**src/rtl/dtcm_port_arbiter_pkg.sv**
```systemverilog
// Shared definitions for the DTCM port arbiter.
// Memory map defaults, owner encoding and counter width.
package dtcm_port_arbiter_pkg;

   localparam logic [31:0] DTCM_START_ADDR       = 32'h2000_0000;
   localparam int          DTCM_SIZE             = 16384;
   localparam int          DTCM_ARB_STARVE_LIMIT = 4;
   localparam int          STARVE_W              = 4;

   typedef enum logic [1:0] {
      OWN_NONE = 2'd0,
      OWN_CPU  = 2'd1,
      OWN_AXI  = 2'd2
   } owner_e;

endpackage

```
**src/rtl/tcm_arb_starve_cnt.sv**
```systemverilog
// Saturating consecutive-loss counter for the AXI requester.
// Clear has priority over increment; counting stops at the limit.
module tcm_arb_starve_cnt
   import dtcm_port_arbiter_pkg::*;
#(
   parameter int LIMIT = DTCM_ARB_STARVE_LIMIT
) (
   input  logic                i_clk,
   input  logic                i_rst,
   input  logic                i_inc,
   input  logic                i_clr,
   output logic                o_limit,
   output logic [STARVE_W-1:0] o_cnt
);

   localparam logic [STARVE_W-1:0] LIM = STARVE_W'(LIMIT);

   logic [STARVE_W-1:0] r_cnt;

   always_ff @(posedge i_clk) begin
      if (i_rst || i_clr) begin
         r_cnt <= '0;
      end else if (i_inc && (r_cnt != LIM)) begin
         r_cnt <= r_cnt + 1'b1;
      end
   end

   assign o_limit = (r_cnt == LIM);
   assign o_cnt   = r_cnt;

endmodule

```
**src/rtl/dtcm_port_arbiter.sv**
```systemverilog
// Shares the single-port DTCM between the core LSU and the AXI TCM path.
// Core has fixed priority; the starve counter forces an AXI win.
module dtcm_port_arbiter
   import dtcm_port_arbiter_pkg::*;
#(
   parameter int              ADDR_W       = 32,
   parameter int              DEPTH        = 4096,
   parameter int              MEM_AW       = $clog2(DEPTH),
   parameter logic [ADDR_W-1:0] BASE       = ADDR_W'(DTCM_START_ADDR),
   parameter int              STARVE_LIMIT = DTCM_ARB_STARVE_LIMIT
) (
   input  logic              ACLK,
   input  logic              ARESET,
   input  logic              cpu_req,
   input  logic              cpu_rd0_wr1,
   input  logic [ADDR_W-1:0] cpu_addr,
   input  logic [3:0]        cpu_byte_strobe,
   input  logic [31:0]       cpu_write_data,
   output logic              cpu_gnt,
   output logic [31:0]       cpu_read_data,
   output logic              cpu_read_data_valid,
   input  logic              AXI_dtcm_access,
   input  logic              AXI_tcm_rd0_wr1,
   input  logic [ADDR_W-1:0] AXI_tcm_addr,
   input  logic [3:0]        AXI_tcm_byte_strobe,
   input  logic [31:0]       AXI_tcm_write_data,
   output logic              AXI_dtcm_gnt,
   output logic [31:0]       AXI_dtcm_read_data,
   output logic              AXI_dtcm_read_data_valid,
   output logic              mem_en,
   output logic              mem_we,
   output logic [MEM_AW-1:0] mem_addr,
   output logic [3:0]        mem_be,
   output logic [31:0]       mem_wdata,
   input  logic [31:0]       mem_rdata
);

   logic                w_cpu_req;
   logic                w_axi_req;
   logic                w_cpu_win;
   logic                w_axi_win;
   logic                w_limit;
   logic [STARVE_W-1:0] w_cnt;
   logic [ADDR_W-1:0]   w_sel_addr;
   logic [ADDR_W-1:0]   w_off;
   owner_e              r_rd_owner;
   owner_e              w_rd_owner_nxt;

   assign w_cpu_req = cpu_req & ~ARESET;
   assign w_axi_req = AXI_dtcm_access & ~ARESET;

   assign w_axi_win = w_axi_req & (~w_cpu_req | w_limit);
   assign w_cpu_win = w_cpu_req & ~w_axi_win;

   assign cpu_gnt      = w_cpu_win;
   assign AXI_dtcm_gnt = w_axi_win;

   tcm_arb_starve_cnt #(
      .LIMIT (STARVE_LIMIT)
   ) u_starve (
      .i_clk   (ACLK),
      .i_rst   (ARESET),
      .i_inc   (w_cpu_win & w_axi_req),
      .i_clr   (w_axi_win | ~AXI_dtcm_access),
      .o_limit (w_limit),
      .o_cnt   (w_cnt)
   );

   assign w_sel_addr = w_axi_win ? AXI_tcm_addr : cpu_addr;
   assign w_off      = w_sel_addr - BASE;

   always_comb begin
      mem_en    = 1'b0;
      mem_we    = 1'b0;
      mem_addr  = '0;
      mem_be    = 4'h0;
      mem_wdata = '0;
      if (w_cpu_win) begin
         mem_en    = 1'b1;
         mem_we    = cpu_rd0_wr1;
         mem_addr  = w_off[MEM_AW+1:2];
         mem_be    = cpu_rd0_wr1 ? cpu_byte_strobe : 4'hF;
         mem_wdata = cpu_write_data;
      end else if (w_axi_win) begin
         mem_en    = 1'b1;
         mem_we    = AXI_tcm_rd0_wr1;
         mem_addr  = w_off[MEM_AW+1:2];
         mem_be    = AXI_tcm_rd0_wr1 ? AXI_tcm_byte_strobe : 4'hF;
         mem_wdata = AXI_tcm_write_data;
      end
   end

   always_comb begin
      w_rd_owner_nxt = OWN_NONE;
      if (w_cpu_win && !cpu_rd0_wr1) begin
         w_rd_owner_nxt = OWN_CPU;
      end else if (w_axi_win && !AXI_tcm_rd0_wr1) begin
         w_rd_owner_nxt = OWN_AXI;
      end
   end

   always_ff @(posedge ACLK) begin
      if (ARESET) begin
         r_rd_owner <= OWN_NONE;
      end else begin
         r_rd_owner <= w_rd_owner_nxt;
      end
   end

   // Valids are masked in a reset cycle so a grant just before reset never returns data.
   assign cpu_read_data_valid      = (r_rd_owner == OWN_CPU) & ~ARESET;
   assign AXI_dtcm_read_data_valid = (r_rd_owner == OWN_AXI) & ~ARESET;
   assign cpu_read_data      = cpu_read_data_valid ? mem_rdata : '0;
   assign AXI_dtcm_read_data = AXI_dtcm_read_data_valid ? mem_rdata : '0;

endmodule

```
**config.mk**
```make
export PLATFORM = sky130hd
export DESIGN_NAME = dtcm_port_arbiter
export DESIGN_NICKNAME = d
export VERILOG_FILES = /design/src/rtl/dtcm_port_arbiter_pkg.sv /design/src/rtl/tcm_arb_starve_cnt.sv /design/src/rtl/dtcm_port_arbiter.sv
export SDC_FILE = /design/constraint.sdc
export NUM_CORES = 1
export LEC_CHECK = 0
export CAP_MARGIN = 25
export CORE_AREA = 2 2 114 116
export DETAILED_ROUTE_END_ITERATION = 16
export DIE_AREA = 0 0 116 118
export PLACE_DENSITY = 0.58
export SLEW_MARGIN = 25
export SYNTH_ARGS = -nofsm -noshare
export SYNTH_HDL_FRONTEND = slang
export SYNTH_SLANG_ARGS = --single-unit
```
**constraint.sdc**
```tcl
create_clock -name ACLK -period 4 [get_ports ACLK]
set_input_delay 1 -clock ACLK [delete_from_list [all_inputs] [get_ports ACLK]]
set_output_delay 1 -clock ACLK [all_outputs]
set_load 0.03 [all_outputs]
```
==> run_results.csv, run 1 <==
group,metric,value,unit
run_status,status,"completed",
cts,clock_path_buffers,2,
synth,synthAdderAreaFrac,1.96,%
setup_path,critical_path_depth,4,
synth,ys.warnings.count,0,
sta,fin_ws,0.240,ns
synth,synth_top_area_share,33.5,%
sta,hold_ws,0.472,ns
setup_path,worstReg2RegStart,"u_starve.o_cnt[0]",
global_route,grt_start_max_net_pins,52,
cts,root_buffer,"clkbuf_16",
min_path,hold_path.class,"reg2reg",
cts,cts_resized,0,
setup_path,worstReg2RegEnd,"r_rd_owner[1]",
flow_run,cap_violations,0,
global_route,grt_pass1_vias,2174,
power,power,0.613,mW
cells_and_area,fillerInstances,1346,
synth,syn_area_per_cell,7.57,sq um
cells_and_area,n_antenna_cell,0,
setup_path,crit_required,3.00,ns
placed_design,port_buffers,251,
setup_path,crit_type,"in2out",
cts,clk_pin_slew_worst_paths,0.03,ns
global_route,antenna_found_initial,0,
cells_and_area,stdcell_count,583,
global_route,grt_pass1_wl,11500,microns
routing,viasPerCell,3.81,
routing,dr.pass1.iters,4,
setup_path,setup.worst_path.start_class,"input port",
routing,detail_route.iter0.violations,44,
synth,synth_compound_area_share,35.0,%
cells_and_area,layout.nets,589,
placed_design,place_congestion,0.716,
setup_path,crit_top_cell,"clkdlybuf4s50_1",
cts,cts_tree,"yes",
power,vdd_ir_drop_max,127,uV
sta,worstMarginPinSlew,0.481,ns
synth,syn_inst,169,
cells_and_area,final_util,32.1,%
sta,finalCritPeriodShare,94.0,%
synth,syn_area,1280,sq um
synth,synthTopCellsByCount,"and2_1 (64), a22o_1 (49), nand2b_1 (9)",
min_path,hold_path_end,"u_starve.o_cnt[0]",
sta,hold_viol,0,
placed_design,pre_cts_ws,0.232,ns
sta,fmax,0.266,GHz
cts,clkSinkCount,6,
synth,syn_nets,345,
sta,drv_slew,0,
setup_path,cp_cell_sequence,"clkdlybuf4s50_1 -> nor3b_2 -> and2_1 -> clkdlybuf4s50_1",
placed_design,dpl_cell_area,3910,sq um
floorplanning,rows,41,
floorplanning,initial_core_util,10.3,%
synth,yosys.area_share.xor_xnor,1.37,%
synth,post_synth_num_cell_types,20,
routing,ant_nets,0,
routing,drt-wirelength-per-cell,13.5,microns
cts,post-cts-setup-buffers,0,
global_route,grtUsageTotal,10.6,%
routing,vias,2220,
cts,ctsHtreeMaxLevel,1,
setup_path,cp_slowest_cell,"clkdlybuf4s50_1",
synth,synthSimpleGateAreaFrac,41.7,%
sta,finalSetupViolCount,0,
cells_and_area,finish.instance_area,3980,sq um
sta,final.min_clock_period,3.76,ns
min_path,holdCritStartpoint,"u_starve.o_cnt[0]",
synth,synthFlopType,"dfxtp_1",
cells_and_area,layout-drive-gt1-share,29.2,%
sta,fin_worst_skew,0.000970,ns
synth,ys_ff_latch,6,
synth,synthArstFlopShare,0,%
sta,rsz0062_at_grt,"no",
floorplanning,dieArea,13700,sq um
placed_design,dp_hpwl,7070,microns
synth,synth_mux_area_share,0,%
routing,wl,7890,microns
cells_and_area,areaGrowthSynthToFinish,211,%
sta,relSlewSlack,67.8,%
setup_path,cpPeakStageDelay,0.69,ns
synth,synth_top_cell_by_area,"a22o_1",
setup_path,crit_arrival,2.76,ns
floorplanning,die_w,116,microns
power,power_leakage,1.78,nW
routing,drc_errors,0,
synth,synth_most_common_cell,"and2_1",
setup_path,cpLargestDelayFamily,"buffers and inverters",
power,powerDensity,154,nW/um^2
sta,fin_tns_setup,0,ns
floorplanning,ios,292,
cts,cts-buffers-inserted,3,
setup_path,rrSetupSlack,2.48,ns
setup_path,timing.critical_path.buf_inv,2,
global_route,grt-ovfl-total,0,
synth,synth_top_family_by_area,"simple AND/OR/NAND/NOR gates",
floorplanning,core-area,12400,sq um
synth,seq_area_frac_synth,9.38,%
synth,synth-edff-count,0,
cts,clk_latency,0.23,ns
synth,synth_area_leaders,"a22o_1 (34%), and2_1 (31%), dfxtp_1 (9.4%), buf_6 (5.3%), nand2b_1 (4.4%)",
min_path,hold_depth,1,
setup_path,crit_fanout,9,
placed_design,placedCellCount,580,
setup_path,rr_worst_depth,6,
setup_path,cp-end-kind,"output port",
floorplanning,die_y,118,microns
cts,holdBufCountCts,0,
[cells by family after synthesis]
kind of cell / Yosys count
buf+inv: 22
flops: 6
fa+ha+maj: 2
compound gates: 51
simple gates: 86
xor+xnor: 2
[flip-flops by register name, indices dropped and copies added, names as in the netlist]
register	flops
u_starve.o_cnt	4
r_rd_owner	2
[layout make-up]
type / count / area (sq um) / share of cell area (%)
timing repair buffer: 256 / 2510 / 63.2
multi-input combinational: 141 / 1040 / 26.1
tap: 172 / 215 / 5.41
sequential: 6 / 120 / 3.02
clock buffer: 3 / 75.1 / 1.89
inverter: 5 / 18.8 / 0.471
[worst max-delay path by stage]
| stage | from | endpoint |
|---|---|---|
| final | ARESET | AXI_dtcm_read_data[24] |
| after global routing | ARESET | AXI_dtcm_read_data[24] |
| after CTS | ARESET | AXI_dtcm_read_data[24] |
| after detailed placement | ARESET | AXI_dtcm_read_data[24] |
| after global placement | ARESET | AXI_dtcm_read_data[27] |
| after floorplan | ARESET | cpu_read_data[22] |
[worst register-to-register path, delay by kind of cell (launching register included)]
family | cells | cell delay (ns)
adders and majority gates | 1 | 0.18
and+or+nand+nor | 2 | 0.35
DFF | 1 | 0.36
AOI/OAI and AO/OA | 1 | 0.25
buffers and inverters | 2 | 0.24
[placed cells by master (no fill, tap or decap), drive strengths merged]
cell           Yosys  final
a21oi              1      1
a22o              49     49
and2              64     64
and3b              1      1
buf               12    114
clkbuf             5      3
clkdlybuf4s50      0    142
dfxtp              6      6
ha                 2      2
inv                5      5
nand2b             9      9
nand3              1      1
nor2               6      6
nor2b              2      2
nor3b              2      2
o211a              1      1
or3b               1      1
xnor2              1      1
xor2               1      1
[per-layer routing]
| layer | wire, microns | vias up | track usage (%) |
|---|---|---|---|
| li1 | - | 1084 | - |
| met1 | 2920 | 976 | 11.8 |
| met2 | 4120 | 153 | 20.6 |
| met3 | 774 | 7 | 2.16 |
| met4 | 70 | 0 | 1.79 |
| met5 | 0 | - | 0 |
[where the power goes]
part	internal [mW]	switching, mW
Combinational	0.225	0.166
Clock	0.128	0.0320
Sequential	0.0615	0.000902
Note: power is estimated with default switching activity, not from simulation.
==> run 2, diff against run 1 <==
==> constraint.sdc (replaced) <==
create_clock -name ACLK -period 3.52 [get_ports ACLK]
set_input_delay 0.88 -clock ACLK [delete_from_list [all_inputs] [get_ports ACLK]]
set_output_delay 0.88 -clock ACLK [all_outputs]
set_load 0.03 [all_outputs]
==> run 2 against run 1 <==
- register-to-register slack got worse by 0.49 ns
- routed wire length barely moved
- sequential cell count stayed put
- first-iteration DRC count up 14%
- hold slack improved by 0.0034 ns
- clock power up 12%
- via count is 1.1% lower
- worst setup slack got worse by 0.025 ns
- clock-buffer cell count stayed put
- total power grew 13%
- non-clock buffer count down 1
==> run_results.csv, run 2 (synthesized netlist as in run 1, its figures left out) <==
group,metric,value,unit
run_status,status,"completed",
global_route,use_met1,11.3,%
sta,finalCritPeriodShare,93.9,%
power,power.switching,0.223,mW
setup_path,crit_arrival,2.42,ns
sta,worstMarginPinSlew,0.343,ns
floorplanning,initial_core_util,10.3,%
min_path,hold_path_end,"u_starve.o_cnt[0]",
placed_design,port_buffers,251,
setup_path,crit_required,2.64,ns
cts,cts-buffers-inserted,3,
sta,finalSetupViolCount,0,
power,switching_share,32.2,%
placed_design,dp_hpwl,7050,microns
routing,drt-wirelength-per-cell,13.5,microns
global_route,use_met3,2.57,%
cells_and_area,fillerInstances,1319,
cts,cts_resized,0,
setup_path,rrSetupSlack,1.99,ns
floorplanning,dieArea,13700,sq um
placed_design,place_congestion,0.719,
sta,fin_tns_setup,0,ns
power,vdd_ir_drop_max,133,uV
cts,clk_pin_slew_worst_paths,0.03,ns
floorplanning,ios,292,
cts,clk_latency,0.23,ns
sta,fmax,0.303,GHz
routing,ant_nets,0,
global_route,grtUsageTotal,10.5,%
sta,hold_ws,0.475,ns
sta,fin_worst_skew,0.00284,ns
floorplanning,core-area,12400,sq um
cells_and_area,largest_reg_flops,4,
global_route,grt_start_max_net_pins,52,
flow_run,cap_violations,0,
cts,clock_path_buffers,2,
global_route,gr-usage-met2,20.5,%
routing,vias,2196,
power,pwr-share-comb,63.8,%
routing,detail_route.iter0.violations,50,
sta,drv_slew,0,
global_route,grt.busiest_layer,"met2",
cells_and_area,seqCellArea,120,sq um
cells_and_area,n_antenna_cell,0,
cts,holdBufCountCts,0,
setup_path,worstReg2RegEnd,"r_rd_owner[1]",
global_route,antenna_found_initial,0,
floorplanning,rows,41,
cells_and_area,multi_input_area,1040,sq um
setup_path,rr_worst_depth,6,
setup_path,cp-end-kind,"output port",
cells_and_area,final_common_cell,"clkdlybuf4s50_1",
cts,clkSinkCount,6,
power,power.share.sequential,10.2,%
routing,viasPerCell,3.77,
cells_and_area,layout.nets,588,
setup_path,crit_fanout,51,
power,power_leakage,1.78,nW
sta,final.min_clock_period,3.30,ns
global_route,grt-ovfl-total,0,
floorplanning,die_y,118,microns
setup_path,crit_type,"in2out",
global_route,grt_pass1_vias,2096,
routing,wl,7880,microns
global_route,grt_pass1_wl,11300,microns
sta,rsz0062_at_grt,"no",
min_path,hold_path.class,"reg2reg",
sta,hold_viol,0,
cts,ctsHtreeMaxLevel,1,
cells_and_area,final_cell_mix,"clkdlybuf4s50_1 (135), buf_4 (101), and2_1 (64)",
power,p_int,0.470,mW
setup_path,worstReg2RegStart,"u_starve.o_cnt[0]",
setup_path,setup.worst_path.start_class,"input port",
floorplanning,die_w,116,microns
power,powerDensity,175,nW/um^2
cells_and_area,areaGrowthSynthToFinish,209,%
routing,drc_errors,0,
cells_and_area,layout-drive-gt1-share,30.7,%
cts,post-cts-setup-buffers,0,
min_path,hold_depth,1,
cts,cts_tree,"yes",
power,clockPowerShare,26.0,%
routing,dr.pass1.iters,4,
cts,root_buffer,"clkbuf_16",
sta,relSlewSlack,77.0,%
min_path,holdCritStartpoint,"u_starve.o_cnt[0]",
==> run 2: final cells by class <==
class / count / share of cell area [%]
Timing Repair Buffer: 255 / 62.9
Multi-Input combinational cell: 141 / 26.2
Inverter: 5 / 0.474
Tap cell: 172 / 5.44
Clock buffer: 3 / 1.90
Sequential cell: 6 / 3.04
==> run 2: power by group through the flow <==
stage,logic (mW),clock network [mW],registers [mW]
6_report,0.442,0.180,0.0709
5_1_grt,0.465,0.187,0.0710
4_1_cts,0.449,0.183,0.0709
3_5_place_dp,0.448,0,0.0719
3_3_place_gp,0.445,0,0.0718
2_1_floorplan,0.168,0,0.0715
==> run 2: metrics by stage <==
step / area, sq um / cells / util [%] / power (mW) / setup WS (ns)
after floorplan: 1280 / 169 / - / 0.239 / 0.707
after global placement: 3880 / 579 / 31.3 / 0.517 / 0.240
after detailed placement: 3880 / 579 / 31.3 / 0.520 / 0.214
after CTS: 3960 / 582 / 31.9 / 0.702 / 0.205
after global routing: 3960 / 582 / 31.9 / 0.723 / 0.115
final: 3960 / 582 / 31.9 / 0.693 / 0.215
==> run 2: worst max path at each step <==
stage,from,to,slack (ns),depth (start not counted)
after floorplan,ARESET,cpu_read_data[22],0.71,3
after global placement,ARESET,mem_addr[7],0.24,6
after detailed placement,ARESET,mem_addr[7],0.21,6
after CTS,ARESET,mem_addr[7],0.20,6
after global routing,ARESET,mem_addr[7],0.11,6
final,ARESET,mem_addr[10],0.22,6
==> run 2: critical path, cell delays in order <==
cell and delay, ns:
clkdlybuf4s50_1 0.50, nand2b_1 0.24, a21oi_4 0.15, buf_12 0.23
a22o_1 0.21, buf_4 0.17
==> run 2: routing by layer <==
metal  vias to the layer above  part of all wire (%)
li1                       1079                     -
met1                       961                    36
met2                       150                    53
met3                         6                    10
met4                         0                  0.74
met5                         -                     0
